## config.mk

```make
export PLATFORM = sky130hd
export DESIGN_NAME = memory_dbus_ctrl
export DESIGN_NICKNAME = d
export VERILOG_FILES = /design/src/rtl/memory_dbus_ctrl.sv
export SDC_FILE = /design/constraint.sdc
export NUM_CORES = 1
export LEC_CHECK = 0
export CAP_MARGIN = 20
export CORE_AREA = 8 8 184 186
export CTS_CLUSTER_DIAMETER = 150
export DETAILED_ROUTE_END_ITERATION = 6
export DIE_AREA = 0 0 192 194
export PLACE_DENSITY_LB_ADDON = 0.08
export SYNTH_ARGS = -nofsm -noshare
export SYNTH_HDL_FRONTEND = slang
export SYNTH_SLANG_ARGS = --single-unit
export TNS_END_PERCENT = 10
```

## constraint.sdc

```tcl
create_clock -name clk -period 18.6 [get_ports clk]
set_clock_uncertainty 0.15 [all_clocks]
set_input_delay 3.72 -clock clk [delete_from_list [all_inputs] [get_ports clk]]
set_output_delay 3.72 -clock clk [all_outputs]
set_load 0.05 [all_outputs]
```

## src/rtl/memory_dbus_ctrl.sv

```systemverilog
// rtl/memory_dbus_ctrl.sv - MEM-stage data bus controller: issues aligned loads/stores and extracts load data
module memory_dbus_ctrl (
  input  logic        clk,
  input  logic        reset,
  input  logic        in_valid,
  input  logic        in_load,
  input  logic        in_store,
  input  logic [63:0] in_addr,
  input  logic [63:0] in_wdata,
  input  logic [1:0]  in_size,
  input  logic        in_unsigned,
  input  logic [63:0] in_alu,
  input  logic [4:0]  in_rd,
  input  logic        in_regwrite,
  output logic        dreq_valid,
  output logic [63:0] dreq_addr,
  output logic [1:0]  dreq_size,
  output logic [7:0]  dreq_strobe,
  output logic [63:0] dreq_data,
  input  logic        dresp_ok,
  input  logic [63:0] dresp_data,
  output logic        stall_mem,
  output logic        out_valid,
  output logic [63:0] out_result,
  output logic [4:0]  out_rd,
  output logic        out_regwrite,
  output logic        out_misalign
);

  typedef enum logic {IDLE, BUSY} state_t;

  state_t      state, state_next;
  logic        is_mem, aligned, issue;
  logic [7:0]  size_mask, strobe_calc;
  logic [63:0] data_calc, shifted, load_value;

  logic [63:0] a_addr;
  logic [1:0]  a_size;
  logic        a_unsigned;
  logic [7:0]  a_strobe;
  logic [63:0] a_data;
  logic [4:0]  a_rd;
  logic        a_regwrite;
  logic        a_load;

  always_comb begin
    is_mem      = in_valid && (in_load || in_store);
    aligned     = 1'b1;
    size_mask   = 8'h01;
    case (in_size)
      2'd0: begin aligned = 1'b1;                size_mask = 8'h01; end
      2'd1: begin aligned = ~in_addr[0];         size_mask = 8'h03; end
      2'd2: begin aligned = (in_addr[1:0] == 0); size_mask = 8'h0F; end
      default: begin aligned = (in_addr[2:0] == 0); size_mask = 8'hFF; end
    endcase
    issue       = (state == IDLE) && is_mem && aligned;
    strobe_calc = in_load ? 8'h00 : (size_mask << in_addr[2:0]);
    data_calc   = in_wdata << {in_addr[2:0], 3'b000};
  end

  // Lane extraction always uses the latched request, never the live inputs.
  always_comb begin
    shifted    = dresp_data >> {a_addr[2:0], 3'b000};
    load_value = shifted;
    case (a_size)
      2'd0: load_value = {{56{~a_unsigned & shifted[7]}},  shifted[7:0]};
      2'd1: load_value = {{48{~a_unsigned & shifted[15]}}, shifted[15:0]};
      2'd2: load_value = {{32{~a_unsigned & shifted[31]}}, shifted[31:0]};
      default: load_value = shifted;
    endcase
  end

  always_comb begin
    state_next = state;
    case (state)
      IDLE: if (issue) state_next = BUSY;
      BUSY: if (dresp_ok) state_next = IDLE;
      default: state_next = IDLE;
    endcase
  end

  assign dreq_valid  = (state == BUSY) && !reset;
  assign stall_mem   = !reset && (issue || ((state == BUSY) && !dresp_ok));
  assign dreq_addr   = a_addr;
  assign dreq_size   = a_size;
  assign dreq_strobe = a_strobe;
  assign dreq_data   = a_data;

  always_ff @(posedge clk) begin
    if (issue) begin
      a_addr     <= in_addr;
      a_size     <= in_size;
      a_unsigned <= in_unsigned;
      a_strobe   <= strobe_calc;
      a_data     <= data_calc;
      a_rd       <= in_rd;
      a_regwrite <= in_regwrite;
      a_load     <= in_load;
    end
  end

  always_ff @(posedge clk) begin
    if (reset) begin
      state        <= IDLE;
      out_valid    <= 1'b0;
      out_result   <= '0;
      out_rd       <= '0;
      out_regwrite <= 1'b0;
      out_misalign <= 1'b0;
    end else begin
      state        <= state_next;
      out_valid    <= 1'b0;
      out_result   <= '0;
      out_rd       <= '0;
      out_regwrite <= 1'b0;
      out_misalign <= 1'b0;
      if (state == IDLE) begin
        if (in_valid && !is_mem) begin
          out_valid    <= 1'b1;
          out_result   <= in_alu;
          out_rd       <= in_rd;
          out_regwrite <= in_regwrite;
        end else if (is_mem && !aligned) begin
          out_valid    <= 1'b1;
          out_rd       <= in_rd;
          out_misalign <= 1'b1;
        end
      end else if (dresp_ok) begin
        out_valid    <= 1'b1;
        out_result   <= a_load ? load_value : 64'd0;
        out_rd       <= a_rd;
        out_regwrite <= a_load && a_regwrite;
      end
    end
  end

endmodule
```

==> out/metrics.cfg, run 1 <==
[outcome]
status=completed

[timing]
tightest_slew_ps=1010
rsz0062_at_grt=false
fin_crit_sh=0.535
setup_viol_count_final=0
min_period_ps=9960
finalHoldViolations=0
slew_headroom=0.327
fmax_ghz=0.100
final-max-slew-violation-count=0
setup_tns_ps=0

[clock_tree]
clockBufferDepth=3
cts_sinks=219
root_buffer=clkbuf_16
clk_latency_ps=520
holdBufCountCts=0
clk_pin_slew_ps=60
htreeDepth=1
postCtsSetupRepairBufs=0
numCtsBuffers=26
cts_resized=0
cts_tree=yes

[die]
fp.dieW_um=192
die_h_um=194
io-pin-count=483
num_rows=65
die_area_um2=37200
start_util=0.354
core_area_um2=31100

[synth]
synth_compound_area_frac=0.154
netlist-cell-type-count=53
ys_warn_count=0
yosys.area_share.adder=0
synth_top_family_by_area=multiplexers
yosys.area.top_type=edfxtp_1
avgSynthCellArea_um2=11.4
ys_seq_elements=219
syn-cell-area_um2=11000
async_flop_share=0
seq_area_frac_synth=0.531
synth-main-ff-cell=edfxtp_1
synthTopCellsByArea=edfxtp_1, dfxtp_1, mux2i_1, mux4_2, mux2_2
synth_cells=964
yosysTopAreaCellShare=0.398
yosys.area_share.simple=0.102
synth_nets=1235
synth_edf_count=146
synthXorXnorAreaFrac=0
synth.area.mux_share=0.175

[finish]
area_growth_pct=53.4
fin_nets=1676
drive_gt1_frac=0.108
nFillCells=2833
seq_area_um2=5850
multi_input_comb_area_um2=4770

[place]
port_buffers=482
routabilityCongestion=0.845
hpwl_mm=32.4

[routing]
drt_wl_total_mm=43.0
dr.pass1.iters=5
viasPerCell=5.23
drcViolationCount=0
vias=9589
drt_iter0_drc=615
wl_per_cell_um=23.4
ant_nets=0

[pwr]
vdd_ir_drop_max_mv=0.0665
power.leakage_nw=6.12
powerDensity_nw_per_um2=77.2
power_mw=1.31

[hold_path]
whs_endpoint=out_regwrite$_SDFF_PP0_
min_path_cells=1
holdCritStartpoint=a_regwrite$_DFFE_PP_
hold_path.class=register to register

[setup_path]
path_class=primary input to output port
critPathCaptureType=output port
reg2reg_from=dreq_addr[0]$_DFFE_PP_
arrival_ps=6090
worst_r2r_endpoint=out_result[49]$_SDFF_PP0_
reg2reg_setup_slack_ps=15400
start_kind=primary input
crit_required_ps=14730
r2r_cells=6
crit_fanout=12

[global_routing]
track_usage=0.220
grt_pass1_wl_mm=62.7
grt_start_max_net_pins=141
grt_pass1_vias=9668
antenna_found_initial=14
overflow=0

[run]
cap_violations=0

[state kept, by name (all words and copies together), names as in the netlist]
| register | flops |
|---|---|
| dreq_data | 64 |
| out_regwrite | 1 |
| out_rd | 5 |
| state | 1 |
| dreq_addr | 64 |
| a_regwrite | 1 |
| a_unsigned | 1 |
| out_valid | 1 |
| dreq_size | 2 |
| out_misalign | 1 |
| a_load | 1 |
| dreq_strobe | 8 |
| a_rd | 5 |
| out_result | 64 |
[report_power, final]
part	switching, mW	internal (mW)
Sequential	0.00557	0.541
Combinational	0.149	0.118
Clock	0.203	0.289
Total	0.358	0.947
[worst max-delay path by stage]
stage	startpoint	endpoint	slack (ps)
CTS	in_size[1]	stall_mem	8650
global route	in_size[1]	stall_mem	8540
global placement	in_size[1]	stall_mem	8710
detailed placement	in_size[1]	stall_mem	8670
finish	in_size[1]	stall_mem	8640
floorplan	in_addr[2]	a_load$_DFFE_PP_	7470
[placed cells by master (no fill, tap or decap), types with 35 or more instances in the layout]
| cell type | netlist | routed |
|---|---|---|
| a21oi_1 | 63 | 63 |
| clkdlybuf4s50_1 | 0 | 479 |
| dfxtp_1 | 73 | 73 |
| edfxtp_1 | 146 | 146 |
| mux2_2 | 35 | 35 |
| mux2i_1 | 104 | 104 |
| nand2_1 | 101 | 101 |
| nor2_1 | 74 | 73 |
| nor2b_1 | 38 | 37 |
| o21ai_0 | 68 | 68 |
[stage by stage]
stage	util	hold WS (ps)	worst slack [ps]	cells	area (um2)
global route	0.544	377	8540	1834	16900
detailed placement	0.517	314	8670	1779	16100
CTS	0.543	347	8650	1826	16900
finish	0.544	343	8640	1834	16900
floorplan	-	286	7470	964	11000
global placement	0.517	315	8710	1779	16100
[cells by family after synthesis]
logic type      Yosys count
flops                   219
compound gates          248
buf+inv                  87
mux                     161
simple gates            249
[worst max-delay path, stage by stage]
cell and delay, ps:
clkdlybuf4s50_1 600, o21ai_0 200, o21a_1 220, nand2_1 120
o22ai_1 170, nor2b_1 160, clkdlybuf4s50_1 880
[synth_stat cells, types with 2 or more instances]
cell type  number
edfxtp_1      146
mux2i_1       104
nand2_1       101
nor2_1         74
dfxtp_1        73
o21ai_0        68
a21oi_1        63
nor2b_1        38
mux2_2         35
clkbuf_1       34
mux4_2         22
buf_2          20
o22ai_1        19
buf_1          18
o21ai_2        16
a221o_1        15
and2_1         14
o2bb2ai_1      14
o31ai_2        12
o22a_1          7
o221ai_1        6
a22oi_1         5
buf_4           5
inv_1           5
a211oi_1        4
nand2b_1        4
or2_2           4
buf_8           3
nor3_1          3
o31ai_1         3
a211o_1         2
a22o_1          2
nand3_1         2
nor2_2          2
nor4_1          2
o21a_1          2
[layer usage]
metal  GRT usage  up-vias  wire length (um)
met1       0.270     4603             17100
li1            -     4506                 -
met5           0        -                30
met3      0.0797       61              4580
met2       0.351      413             20100
met4      0.0747        6              1180
[area by class of cell]
cell class | count | area share
inverter | 6 | 0.00133
tap | 402 | 0.0298
clock inverter | 13 | 0.00511
multi-input combinational | 658 | 0.282
sequential | 219 | 0.346
clock buffer | 34 | 0.0433
timing repair buffer | 494 | 0.291
antenna | 8 | 0.00118
Note: power is estimated with default switching activity, not from simulation.
==> run 2, diff against run 1 <==
Settings changed: CORE_AREA 8 8 184 186 to 8 8 179 181, DIE_AREA 0 0 192 194 to 0 0 187 189.
Clock period 18.6 ns to 9.9 ns, I/O delays scaled along.
==> run 2 against run 1 <==
Cell count down 0.71%; sequential share of layout area up 0.18 points; clock power up 75%; largest power group unchanged; power up 83%; die area down 5.1%; hold slack better by 7.1 ps.
==> out/metrics.cfg, run 2 (synthesis results as in run 1) <==
[timing]
final-max-slew-violation-count=0
fmax_ghz=0.153
min_period_ps=6540
setup_ws_ps=3360
rsz0062_at_grt=false
setup_viol_count_final=0
tightest_slew_ps=1050
setup_tns_ps=0
slew_headroom=0.300
fin_crit_sh=0.660
finalHoldViolations=0

[setup_path]
crit_required_ps=7770
crit_top_cell=clkdlybuf4s50_1
reg2reg_setup_slack_ps=6650
max_stage_delay_ps=870
path_depth=7
worstSetupStartpoint=in_size[1]
arrival_ps=4410
path_class=primary input to output port
critPathTopFamily=buffers and inverters
r2r_cells=6
reg2reg_from=dreq_addr[0]$_DFFE_PP_
crit_slowest_cell=clkdlybuf4s50_1
start_kind=primary input
crit_buf_inv=2
endpoint=stall_mem
worst_r2r_endpoint=out_result[49]$_SDFF_PP0_
critPathCaptureType=output port
path_cells=clkdlybuf4s50_1, o21ai_0, o21a_1, nand2_1, o22ai_1, nor2b_1, clkdlybuf4s50_1
crit_fanout=12

[die]
die_h_um=189
die_area_um2=35300
core_area_um2=29200
num_rows=63
io-pin-count=483
fp.dieW_um=187
start_util=0.377

[pwr]
power.leakage_nw=6.09
vdd_ir_drop_max_mv=0.102
powerDensity_nw_per_um2=142

[place]
pre_cts_ws_ps=3350
port_buffers=482
hpwl_mm=32.9
routabilityCongestion=0.884

[routing]
drt_wl_total_mm=42.6
wl_per_cell_um=23.4
vias=9544
drt_iter0_drc=557
viasPerCell=5.24
drcViolationCount=0
dr.pass1.iters=5
ant_nets=0

[global_routing]
grt_start_max_net_pins=83
grt_pass1_vias=9833
grt_use_met2=0.387
use_met1=0.273
grt_use_met3=0.0787
grt_pass1_wl_mm=62.7
antenna_found_initial=8
track_usage=0.229
overflow=0
top_usage_layer=met2

[clock_tree]
postCtsSetupRepairBufs=0
cts_resized=0
holdBufCountCts=0
clk_pin_slew_ps=60
numCtsBuffers=25
root_buffer=clkbuf_16
htreeDepth=1
clockBufferDepth=3
cts_tree=yes
cts_sinks=219
clk_latency_ps=520

[finish]
final_common_cell=clkdlybuf4s50_1
nFillCells=2506
area_growth_pct=52.7
fin_nets=1676
drive_gt1_frac=0.108
final_cell_mix=clkdlybuf4s50_1, edfxtp_1, mux2i_1

[run]
cap_violations=0

[outcome]
status=completed

[hold_path]
hold_path.class=register to register
min_path_cells=1

[run 2: changes by cell type in the layout (fill, tap and decap cells not counted), sizes merged]
cell,delta
buf,+1
clkbuf,-4
diode,-1
inv,+3
[run 2: per-layer routing]
layer	vias to the layer above	wire length, um	part of all wire
met5	-	13	0.00031
met4	2	1200	0.028
met3	60	3790	0.089
met2	392	20600	0.48
met1	4603	17000	0.40
li1	4487	-	-
[run 2: how the worst min path moves through the flow]
stage,endpoint,from,slack [ps]
global route,out_regwrite$_SDFF_PP0_,a_regwrite$_DFFE_PP_,380
detailed placement,out_regwrite$_SDFF_PP0_,a_regwrite$_DFFE_PP_,320
CTS,out_regwrite$_SDFF_PP0_,a_regwrite$_DFFE_PP_,350
finish,out_regwrite$_SDFF_PP0_,a_regwrite$_DFFE_PP_,350
global placement,out_regwrite$_SDFF_PP0_,a_regwrite$_DFFE_PP_,320
floorplan,out_regwrite$_SDFF_PP0_,a_regwrite$_DFFE_PP_,290
[run 2: cell type report]
type	count	area [um2]	area share
inverters	6	22.5	0.00134
flip-flops and latches	219	5850	0.348
repair buffers	495	4910	0.292
multi-input cells	658	4770	0.284
diodes	7	17.5	0.00104
well taps	390	488	0.0290
clock inverters	16	114	0.00677
clock buffers	30	644	0.0383
[run 2: stage by stage]
step	total power, mW	utilization	area (um2)	hold slack (ps)	std cells
2_1_floorplan	1.32	-	11000	286	964
3_3_place_gp	1.54	0.548	16000	319	1767
3_5_place_dp	1.55	0.548	16000	317	1767
4_1_cts	2.42	0.574	16800	349	1813
5_1_grt	2.49	0.575	16800	379	1820
6_report	2.39	0.575	16800	350	1821
[run 2: where the power goes]
| group | switching, mW | internal [mW] |
|---|---|---|
| registers | 0.0110 | 1.02 |
| logic | 0.281 | 0.220 |
| clock network | 0.371 | 0.492 |
| total | 0.663 | 1.73 |
[run 2: worst reg2reg max path, stage by stage, from the launching register on]
cell	delay (ps)
edfxtp_1	320
buf_4	770
mux2_2	450
o2bb2ai_1	340
a211o_1	260
o2111a_4	650
o31ai_1	170
